`src/rtl/tdd_frame_sched.sv`:
```
// TDD frame scheduler: tick counter, SOF pulse, one-shot length adjust, TX/RX windows; outputs registered, 1 clk after tick.
// Optional TDD_FRAME_NUM_EN adds a 32-bit frame_num output counting frames after the first SOF.
module tdd_frame_sched #(
    parameter int CW      = 24,
    parameter int MIN_LEN = 2
) (
    input  logic          clk,
    input  logic          rst,
    input  logic          run,
    input  logic          tddmode,
    input  logic          tick,
    input  logic [CW-1:0] frame_len,
    input  logic [CW-1:0] frame_adj,
    input  logic          adj_wr,
    input  logic [CW-1:0] tstart,
    input  logic [CW-1:0] tend,
    input  logic [CW-1:0] rstart,
    input  logic [CW-1:0] rend,
    output logic [CW-1:0] frame_cnt,
    output logic          frame_sof,
    output logic          tx_win,
    output logic          rx_win,
`ifdef TDD_FRAME_NUM_EN
    output logic [31:0]   frame_num,
`endif
    output logic          adj_pending
);

    typedef enum logic [1:0] {IDLE, ARM, RUN} state_t;

    localparam logic [CW+1:0] MINV = (CW+2)'(MIN_LEN);
    localparam logic [CW+1:0] MAXV = {2'b00, {CW{1'b1}}};

    state_t        r_state, w_nstate;
    logic [CW-1:0] r_cnt, w_ncnt;
    logic [CW-1:0] r_cur_len, w_ncur;
    logic [CW-1:0] r_adj_val;
    logic          r_sof, r_tx, r_rx, r_pend;
    logic          w_bnd, w_ntx, w_nrx;
    logic [CW+1:0] w_sum;
    logic [CW-1:0] w_eff;

    function automatic logic in_win(input logic [CW-1:0] c, input logic [CW-1:0] s,
                                    input logic [CW-1:0] e);
        if (s <= e) return (c >= s) && (c <= e);
        else        return (c >= s) || (c <= e);
    endfunction

    // Signed sum in CW+2 bits so both underflow and overflow saturate instead of wrapping.
    always_comb begin
        w_sum = {2'b00, frame_len} + {{2{r_adj_val[CW-1]}}, r_adj_val};
        if (r_pend) begin
            if ($signed(w_sum) < $signed(MINV))      w_eff = MINV[CW-1:0];
            else if ($signed(w_sum) > $signed(MAXV)) w_eff = MAXV[CW-1:0];
            else                                     w_eff = w_sum[CW-1:0];
        end else begin
            w_eff = (frame_len < CW'(MIN_LEN)) ? CW'(MIN_LEN) : frame_len;
        end
    end

    always_comb begin
        w_nstate = r_state;
        w_ncnt   = r_cnt;
        w_bnd    = 1'b0;
        case (r_state)
            IDLE: begin
                w_ncnt = '0;
                if (run) w_nstate = ARM;
            end
            ARM: begin
                if (tick) begin
                    w_bnd    = 1'b1;
                    w_ncnt   = '0;
                    w_nstate = RUN;
                end
            end
            RUN: begin
                if (tick) begin
                    if (r_cnt == r_cur_len - CW'(1)) begin
                        w_bnd  = 1'b1;
                        w_ncnt = '0;
                    end else begin
                        w_ncnt = r_cnt + CW'(1);
                    end
                end
            end
            default: w_nstate = IDLE;
        endcase
        if (!run) begin
            w_nstate = IDLE;
            w_ncnt   = '0;
            w_bnd    = 1'b0;
        end
        w_ncur = w_bnd ? w_eff : r_cur_len;
        w_ntx  = 1'b0;
        w_nrx  = 1'b0;
        if (w_nstate == ARM) begin
            w_ntx = !tddmode;
            w_nrx = !tddmode;
        end else if (w_nstate == RUN) begin
            w_ntx = tddmode ? in_win(w_ncnt, tstart, tend) : 1'b1;
            w_nrx = tddmode ? in_win(w_ncnt, rstart, rend) : 1'b1;
        end
    end

    always_ff @(posedge clk or posedge rst) begin
        if (rst) begin
            r_state   <= IDLE;
            r_cnt     <= '0;
            r_cur_len <= CW'(MIN_LEN);
            r_adj_val <= '0;
            r_sof     <= 1'b0;
            r_tx      <= 1'b0;
            r_rx      <= 1'b0;
            r_pend    <= 1'b0;
        end else begin
            r_state   <= w_nstate;
            r_cnt     <= w_ncnt;
            r_cur_len <= w_ncur;
            r_sof     <= w_bnd;
            r_tx      <= w_ntx;
            r_rx      <= w_nrx;
            // A write coincident with a boundary survives to the next boundary.
            if (adj_wr) begin
                r_adj_val <= frame_adj;
                r_pend    <= 1'b1;
            end else if (w_bnd) begin
                r_pend    <= 1'b0;
            end
        end
    end

`ifdef TDD_FRAME_NUM_EN
    logic [31:0] r_frame_num;
    always_ff @(posedge clk or posedge rst) begin
        if (rst)                          r_frame_num <= '0;
        else if (w_nstate == IDLE)        r_frame_num <= '0;
        else if (w_bnd && r_state == RUN) r_frame_num <= r_frame_num + 32'd1;
    end
    assign frame_num = r_frame_num;
`endif

    assign frame_cnt   = r_cnt;
    assign frame_sof   = r_sof;
    assign tx_win      = r_tx;
    assign rx_win      = r_rx;
    assign adj_pending = r_pend;

endmodule

```
`config.mk`:
```
export PLATFORM = sky130hd
export DESIGN_NAME = tdd_frame_sched
export DESIGN_NICKNAME = d
export VERILOG_FILES = /design/src/rtl/tdd_frame_sched.sv
export SDC_FILE = /design/constraint.sdc
export NUM_CORES = 1
export LEC_CHECK = 0
export ABC_AREA = 1
export CAP_MARGIN = 20
export CORE_MARGIN = 2
export CORE_UTILIZATION = 45
export CTS_BUF_LIST = sky130_fd_sc_hd__clkbuf_8 sky130_fd_sc_hd__clkbuf_16
export DETAILED_ROUTE_END_ITERATION = 10
export GPL_ROUTABILITY_DRIVEN = 0
export GPL_TIMING_DRIVEN = 0
export PLACE_DENSITY = 0.76
export SLEW_MARGIN = 25
export SYNTH_ARGS = -nofsm -noshare
export SYNTH_HDL_FRONTEND = slang
export SYNTH_SLANG_ARGS = --single-unit
```
`constraint.sdc`:
```
create_clock -name clk -period 7.18 [get_ports clk]
set_clock_uncertainty 0.2 [all_clocks]
set_input_delay 2.154 -clock clk [delete_from_list [all_inputs] [get_ports clk]]
set_output_delay 2.154 -clock clk [all_outputs]
set_load 0.01 [all_outputs]
```
== Yosys cells after proc, flatten, opt, wreduce, memory -nomap -nowiden ==
Index checks and enable logic that the tools add are counted.
Widths: inputs -> output; s select.
Operators by class
  add/sub/neg operators: 3
  $lt $le $gt $ge: 9
  equal/unequal tests: 5
  mux-type cells: 27
  reduce and logical (&&, ||, !) cells: 7
Operator list (count)
  $mux 24: 8
  $le 24x24->1: 4
  $pmux 24 s3: 1
  $ge 24x24->1: 2
  $add 25x24->26: 1
  $gt 26x25->1 const B: 1
  $lt 26x3->1 const B: 1
  $add 24x1->24 const B: 1
  $eq 24x24->1: 1
  $lt 24x2->1 const B: 1
  $sub 24x1->24 const B: 1
  $mux 1: 14
  $pmux 2 s3: 1
  $eq 2x1->1 const B: 2
  $eq 2x2->1 const B: 2
  $mux 2: 2
  $logic_and 1x1->1: 2
  $logic_not 2->1: 1
  $logic_or 1x1->1: 2
  $pmux 1 s2: 1
  $reduce_bool 2->1: 1
  $logic_not 1->1: 1
Word-level totals
  bits in registers: 78
  logic and storage cells: 59

== Depth between registers and ports, before layout ==
Gate-level depths: netlist of run 1.
  depth after elaboration: 12
  mapped depth: 29

== Least setup slack after synthesis of run 1 ==
No wires, ideal clock.
  path kind: input to register
  start: input port tick
  end: register r_rx, in the netlist rx_win
  setup time: 0.062 ns
  arrival: 4.380 ns
  required time: 6.918 ns
  setup slack: 2.537 ns
  stages on the path: 18
  cell sequence: clkbuf_1 > clkbuf_1 > nand2_1 > xor2_1 > a31oi_1 > nor2_1 > ha_1 > nand3_1 > o21ai_0 > a31oi_1 > nor2_1 > o21ai_0 > nand3_1 > nand2_1 > nand3_1 > nand3_1 > nand2_1 > inv_1
On the way
  word-level cells in the longest chain between the ends: 9
RTL lines
  start, declared: line 11  | input logic tick,
  $mux 24 (on tied branches): line 78, 71
  $pmux 24 s3 *: line 65  | case (r_state)
  $mux 24 *: line 89  | if (!run) begin
  net w_ncnt[2]: line 35  | logic [CW-1:0] r_cnt, w_ncnt;
  $ge 24x24->1 / $le 24x24->1 (equally long branches): line 45, 46
  $logic_or 1x1->1 / $logic_and 1x1->1 (equally long branches): line 46, 45
  $mux 1 *: line 45  | if (s <= e) return (c >= s) && (c <= e);
  $mux 1 *: line 102  | w_nrx = tddmode ? in_win(w_ncnt, rstart, rend) : 1'b1;
  $mux 1 *: line 100  | end else if (w_nstate == RUN) begin
  $mux 1 *: line 97  | if (w_nstate == ARM) begin
  net w_nrx: line 39  | logic w_bnd, w_ntx, w_nrx;
  end signal, assigned: line 122  | r_rx <= w_nrx;
  end, declared: line 38  | logic r_sof, r_tx, r_rx, r_pend;
Mark *: on every way through the listed nets, which the timed path passes. The rest lies on a longest branch.
A chain may end at the register's enable or synchronous reset.

== Final worst setup path of run 1 ==
  start: input port tick
  end: register r_tx, in the netlist tx_win
On the way
  word-level cells in the longest chain between the ends: 9
RTL lines
  $mux 24 (on tied branches): line 78, 71
  $pmux 24 s3 *: line 65
  $mux 24 *: line 89
  net w_ncnt[1]: line 35
  $ge 24x24->1 / $le 24x24->1 (equally long branches): line 45, 46
  $logic_or 1x1->1 / $logic_and 1x1->1 (equally long branches): line 46, 45
  $mux 1 *: line 45
  $mux 1 *: line 101  | w_ntx = tddmode ? in_win(w_ncnt, tstart, tend) : 1'b1;
  $mux 1 *: line 100
  $mux 1 *: line 97
  net w_ntx: line 39
  end signal, assigned: line 121  | r_tx <= w_ntx;
  end, declared: line 38
Marks and branches as above.

==> run_results.csv, run 1 <==
group,metric,value,unit
run_status,outcome,"completed",
critical_path,worst_path_largest_cell_delay,670,ps
synth,syn-cell-area,11200,um2
drt,wire_per_inst,15.3,um
critical_path,endpoint_kind,"flop",
synth,synth_compound_area_frac,0.120,
clock_network,root_buffer,"clkbuf_16",
finish,diodes,0,
power,intPower,1.37,mW
synth,synth_xor_area_frac,0.0312,
power,pwr-share-clk,0.184,
synth,ys.flop_type,"dfrtp_1",
grt,antenna_found_initial,0,
finish,fillers,2415,
finish,layout-drive-gt1-share,0.0285,
sta,slew_viol_final,0,
grt,met3_usage,0.0398,
critical_path,slowest_stage,"nor2_1",
synth,ys_seq_area_frac,0.175,
finish,mostFrequentLayoutCell,"nand2_1",
drt,drt-total-wl,35.4,mm
drt,vias,12400,
critical_path,r2r.worst_path.cells,23,
clock_network,cts_tree,"done",
clock_network,htree_levels,3,
drt,first_pass_iters,6,
sta,report.final.setup_viol,0,
sta,finalCriticalPeriod,6110,ps
synth,synthArstFlopShare,1.00,
drt,drc,0,
die,io_pins,178,
critical_path,crit_top_cell,"nand2_1",
run,maxCapViolCount,0,
clock_network,cts_resized,0,
worst_hold_path,hold_end,"r_adj_val[16]",
clock_network,hold_buffers,0,
die,row_count,57,
synth,avgSynthCellArea,6.20,um2
critical_path,r2r-end,"tx_win",
sta,setup_slack,1070,ps
sta,holdWs,279,ps
power,power,2.60,mW
clock_network,clk_latency,350,ps
sta,rsz0062_at_grt,"false",
finish,area_delta_synth_final,22.4,%
sta,fin_crit_sh,0.851,
sta,slew_headroom,0.420,
grt,grt_use_met1,0.361,
drt,vias_per_cell,5.36,
critical_path,r2r_start,"r_cur_len[0]",
drt,postRouteAntennaNets,0,
power,p_per_area,190,nW/um2
synth,synth.distinct_cells,49,
synth,syn_inst,1804,
die,die_w,162,um
critical_path,rrSetupSlack,2520,ps
critical_path,timing.critical_path.required,7220,ps
sta,fmax,0.164,GHz
synth,synthAdderAreaFrac,0.198,
drt,drtIter0Drc,1055,
power,ir_drop,0.120,mV
worst_hold_path,hold_start,"r_adj_val[16]",
power,p_comb_frac,0.567,
clock_network,clk_pin_slew,60,ps
clock_network,post_cts_buffers,0,
critical_path,crit_path_max_fanout,10,
grt,grt_pass1_wl,57.5,mm
finish,layout_common_cells,"nand2_1, inv_1, clkdlybuf4s50_1",
synth,synth-simple-area-share,0.361,
die,coreArea,24400,um2
die,start_util,0.458,
critical_path,worstPathArrival,6150,ps
grt,grt_use_total,0.271,
critical_path,crit_path_start_kind,"input pin",
worst_hold_path,hold_class,"flop to flop",
clock_network,cts.sinks,78,
placed_design,io_buffers,176,
critical_path,critical_path.cell_chain,"clkdlybuf4s50_1 -> clkbuf_1 -> clkbuf_1 -> nand2_1 -> inv_1 -> nand2_1 -> nand2_1 -> a21oi_1 -> nor2_1 -> ha_1 -> a21oi_1 -> o21ai_0 -> nand2_1 -> o211ai_1 -> nand3_1 -> nand3_1 -> nand2_1 -> o21bai_1 -> nand3_1 -> nand2_1 -> inv_1",
finish,final_net_count,2318,
die,dieArea,26100,um2
worst_hold_path,whs_path_depth,2,
sta,fin_tns_setup,0,ps
synth,synthMuxAreaShare,0,
synth,synth_top_family_by_area,"simple AND/OR/NAND/NOR gates",
synth,ys_ff_latch,78,
grt,first_global_vias,12000,
power,p_leak,7.38,nW
power,swShare,0.475,
synth,synth_edf_count,0,
synth,ys_warn_count,0,
grt,use_met2,0.446,
placed_design,dp_slack,807,ps
grt,gr-max-usage-layer,"met2",
sta,hold_viol_final,0,
die,die_h,162,um
power,p_sw,1.23,mW
grt,grt.overflow.total,0,
synth,syn_nets,2130,
critical_path,critPathKind,"input pin to flop",
clock_network,clockBufferDepth,2,
placed_design,dpl.hpwl,30.0,mm
power,power_frac_seq,0.250,
sta,max_slew.worst_pin.slew,870,ps
grt,grt_max_degree,58,
clock_network,numCtsBuffers,9,
[power by group through the flow]
stage               Clock (mW)  Sequential, mW  Combinational, mW
global route             0.506           0.663               1.69
finish                   0.478           0.649               1.47
global placement             0           0.652               1.41
CTS                      0.484           0.649               1.46
floorplan                    0           0.622               1.09
detailed placement           0           0.656               1.46
[Yosys cell counts (2+ instances only)]
cell	n	share of area
a21oi_1	131	0.059
a31oi_1	8	0.0045
buf_2	7	0.0031
buf_6	4	0.0040
clkbuf_1	23	0.0077
dfrtp_1	77	0.17
ha_1	175	0.20
inv_1	297	0.10
nand2_1	557	0.19
nand2_2	3	0.0017
nand3_1	126	0.056
nand3_4	2	0.0031
nand3b_1	15	0.010
nand4_1	50	0.028
nor2_1	123	0.041
nor2_2	5	0.0028
nor2_4	5	0.0050
nor3_1	25	0.011
nor4_1	8	0.0045
o211ai_1	6	0.0040
o21a_1	4	0.0027
o21ai_0	79	0.035
o21ai_1	2	0.00090
o21bai_1	8	0.0054
o221ai_1	2	0.0016
o311ai_0	2	0.0016
or4_1	2	0.0013
xnor2_1	9	0.0071
xor2_1	29	0.023
[cell type report]
type	count	area [um2]	share of cell area
Buffer	35	170	0.0124
Clock buffer	9	225	0.0165
Clock inverter	7	80.1	0.00585
Inverter	299	1120	0.0822
Multi-Input combinational cell	1392	7940	0.580
Sequential cell	78	1950	0.143
Tap cell	324	405	0.0296
Timing Repair Buffer	177	1790	0.131
[worst max path at each step]
stage	slack, ps	end	startpoint
2_1_floorplan	2540	rx_win	tick
6_report	1070	tx_win	tick
3_3_place_gp	930	rx_win	tick
5_1_grt	780	rx_win	tick
3_5_place_dp	810	rx_win	tick
4_1_cts	1160	rx_win	tick
[kinds of logic after synthesis]
group           Yosys count
compound gates          248
xor+xnor                 39
buf+inv                 334
fa+ha+maj               176
flops                    78
simple gates            929
[sequential cells by signal (all words and copies together), names as in the netlist]
name,cells
r_cur_len,24
r_state,2
frame_cnt,24
frame_sof,1
rx_win,1
r_adj_val,24
tx_win,1
adj_pending,1
[critical path, delay by kind of cell]
kind                       cells  cell delay [ps]
AOI/OAI and AO/OA              5              600
and+or+nand+nor               10             1450
adders and majority gates      1              280
buffers and inverters          5             1660
[metal layers]
layer | routed length [um] | vias to the layer above
met1 | 16100 | 5650
met2 | 15800 | 444
met4 | 1260 | 0
li1 | - | 6262
met5 | 0 | -
met3 | 2350 | 89
[per-stage QoR]
stage,cell area [um2],util,cells
floorplan,11200,-,1804
global placement,13300,0.547,2304
detailed placement,13400,0.548,2305
CTS,13700,0.561,2321
global route,13700,0.561,2321
finish,13700,0.561,2321
(Power assumes the default switching activity.)
==> run 2, diff against run 1 <==
CORE_MARGIN = 10   (was 2)
TNS_END_PERCENT = 20   (was not set)
==> run 2 against run 1 <==
Compared with the run above:
- final area fell by 0.15%
- total power fell by 0.29%
- clock power is 0.8% lower
- maximum frequency increased by 0.57%
- register-to-register slack gained 80 ps
- worst hold slack got worse by 3.9 ps
- highest routed layer is now met5
- first-iteration DRC count grew 22%
==> run_results.csv, run 2 (synthesized netlist as in run 1, its figures left out) <==
group,metric,value,unit
run_status,outcome,"completed",
worst_hold_path,hold_class,"flop to flop",
sta,rsz0062_at_grt,"false",
power,power,2.59,mW
critical_path,critical_path.cell_chain,"clkdlybuf4s50_1 -> clkbuf_1 -> clkbuf_1 -> nand2_1 -> xor2_1 -> a31oi_1 -> nor2_1 -> ha_1 -> nand3_1 -> o21ai_0 -> a31oi_1 -> nor2_1 -> o21ai_0 -> nand3_1 -> nand2_1 -> nand3_1 -> nand3_1 -> nand2_1 -> inv_1",
clock_network,htree_levels,3,
die,die_h,178,um
sta,report.final.setup_viol,0,
clock_network,clk_latency,360,ps
die,die_w,178,um
drt,vias_per_cell,5.41,
power,pwr-share-clk,0.183,
critical_path,r2r_start,"r_cur_len[0]",
grt,grt.overflow.total,0,
drt,drc,0,
clock_network,clk_pin_slew,60,ps
power,p_leak,7.38,nW
finish,final_area,13700,um2
grt,grt_use_total,0.229,
drt,first_pass_iters,5,
critical_path,slowest_stage,"nor2_1",
placed_design,dpl.hpwl,31.3,mm
critical_path,crit_path_max_fanout,10,
finish,multi_input_area,7940,um2
sta,holdWs,275,ps
finish,fillers,2457,
grt,grt_pass1_wl,58.7,mm
critical_path,worstPathArrival,6170,ps
finish,diodes,0,
run,maxCapViolCount,0,
clock_network,cts_tree,"done",
critical_path,worst_path_largest_cell_delay,640,ps
critical_path,r2r.worst_path.cells,23,
finish,area_delta_synth_final,22.2,%
sta,hold_viol_final,0,
worst_hold_path,whs_path_depth,2,
grt,grt_max_degree,50,
critical_path,crit_end,"rx_win",
power,p_per_area,190,nW/um2
power,power_frac_seq,0.249,
power,p_sw,1.23,mW
critical_path,critPathKind,"input pin to flop",
power,p_comb_frac,0.569,
clock_network,clockBufferDepth,2,
sta,slew_headroom,0.400,
die,row_count,57,
clock_network,numCtsBuffers,9,
clock_network,cts.sinks,78,
critical_path,r2r-end,"tx_win",
die,dieArea,31600,um2
drt,postRouteAntennaNets,0,
power,ir_drop,0.140,mV
sta,fmax,0.165,GHz
clock_network,cts_resized,0,
finish,layout-drive-gt1-share,0.0280,
placed_design,io_buffers,176,
die,coreArea,24400,um2
die,start_util,0.458,
grt,first_global_vias,12100,
power,swShare,0.475,
placed_design,dpl_cell_area,13400,um2
sta,fin_crit_sh,0.846,
sta,slew_viol_final,0,
drt,vias,12600,
drt,drt-total-wl,36.8,mm
critical_path,timing.critical_path.required,7270,ps
finish,final_net_count,2318,
sta,finalCriticalPeriod,6080,ps
critical_path,crit_path_start_kind,"input pin",
clock_network,hold_buffers,0,
sta,max_slew.worst_pin.slew,900,ps
finish,layout_common_cells,"nand2_1, inv_1, clkdlybuf4s50_1",
critical_path,crit_top_cell,"nand3_1",
clock_network,post_cts_buffers,0,
finish,mostFrequentLayoutCell,"nand2_1",
finish,ff_latch_area,1950,um2
critical_path,endpoint_kind,"flop",
drt,drtIter0Drc,1283,
die,io_pins,178,
critical_path,startpoint,"tick",
grt,antenna_found_initial,2,
sta,fin_tns_setup,0,ps
drt,wire_per_inst,15.9,um
power,intPower,1.36,mW
clock_network,root_buffer,"clkbuf_16",
critical_path,rrSetupSlack,2600,ps
run 2: cell count changes in the layout (fill, tap and decap cells not counted):
cell,previous run,this run
buf_12,0,1
buf_16,1,0
inv_1,296,297
clkinv_2,0,2
inv_6,3,0
run 2: final cells by class:
type,instances,area share
multi-input combinational,1392,0.581
sequential,78,0.143
timing repair buffer,177,0.130
inverter,299,0.0823
tap,324,0.0297
clock buffer,9,0.0165
buffer,35,0.0125
clock inverter,7,0.00495
run 2: worst min path at each step:
stage	startpoint	endpoint	slack (ps)
2_1_floorplan	r_adj_val[0]	r_adj_val[0]	250
5_1_grt	r_adj_val[13]	r_adj_val[13]	290
6_report	r_adj_val[15]	r_adj_val[15]	270
3_3_place_gp	r_adj_val[15]	r_adj_val[15]	260
4_1_cts	r_adj_val[14]	r_adj_val[14]	280
3_5_place_dp	r_adj_val[12]	r_adj_val[12]	270
run 2: power groups by stage:
stage                     Clock, mW  Combinational [mW]  Sequential, mW
final                         0.474                1.48           0.645
after global routing          0.494                1.68           0.659
after CTS                     0.479                1.46           0.645
after detailed placement          0                1.46           0.653
after global placement            0                1.42           0.651
after floorplan                   0                1.09           0.622
run 2: through the flow:
stage | utilization | setup WS [ps] | std cells
floorplan | - | 2540 | 1804
CTS | 0.560 | 1190 | 2321
finish | 0.560 | 1100 | 2321
global route | 0.560 | 738 | 2321
global placement | 0.547 | 919 | 2304
detailed placement | 0.548 | 843 | 2305
run 2: worst max-delay path, delay by kind of cell:
kind	cells	cell delay [ps]
AND/OR/NAND/NOR	9	1350
XOR/XNOR	1	170
buffers and inverters	4	1610
AO/OA/AOI/OAI	4	480
adder cells (fa/ha/maj)	1	380
run 2: metal layers:
| layer | GRT usage | routed length [um] | up-vias |
|---|---|---|---|
| met5 | 0 | 27 | - |
| met4 | 0.0920 | 1390 | 4 |
| met3 | 0.0548 | 3340 | 97 |
| met2 | 0.372 | 16400 | 480 |
| met1 | 0.286 | 15700 | 5710 |
| li1 | - | - | 6269 |
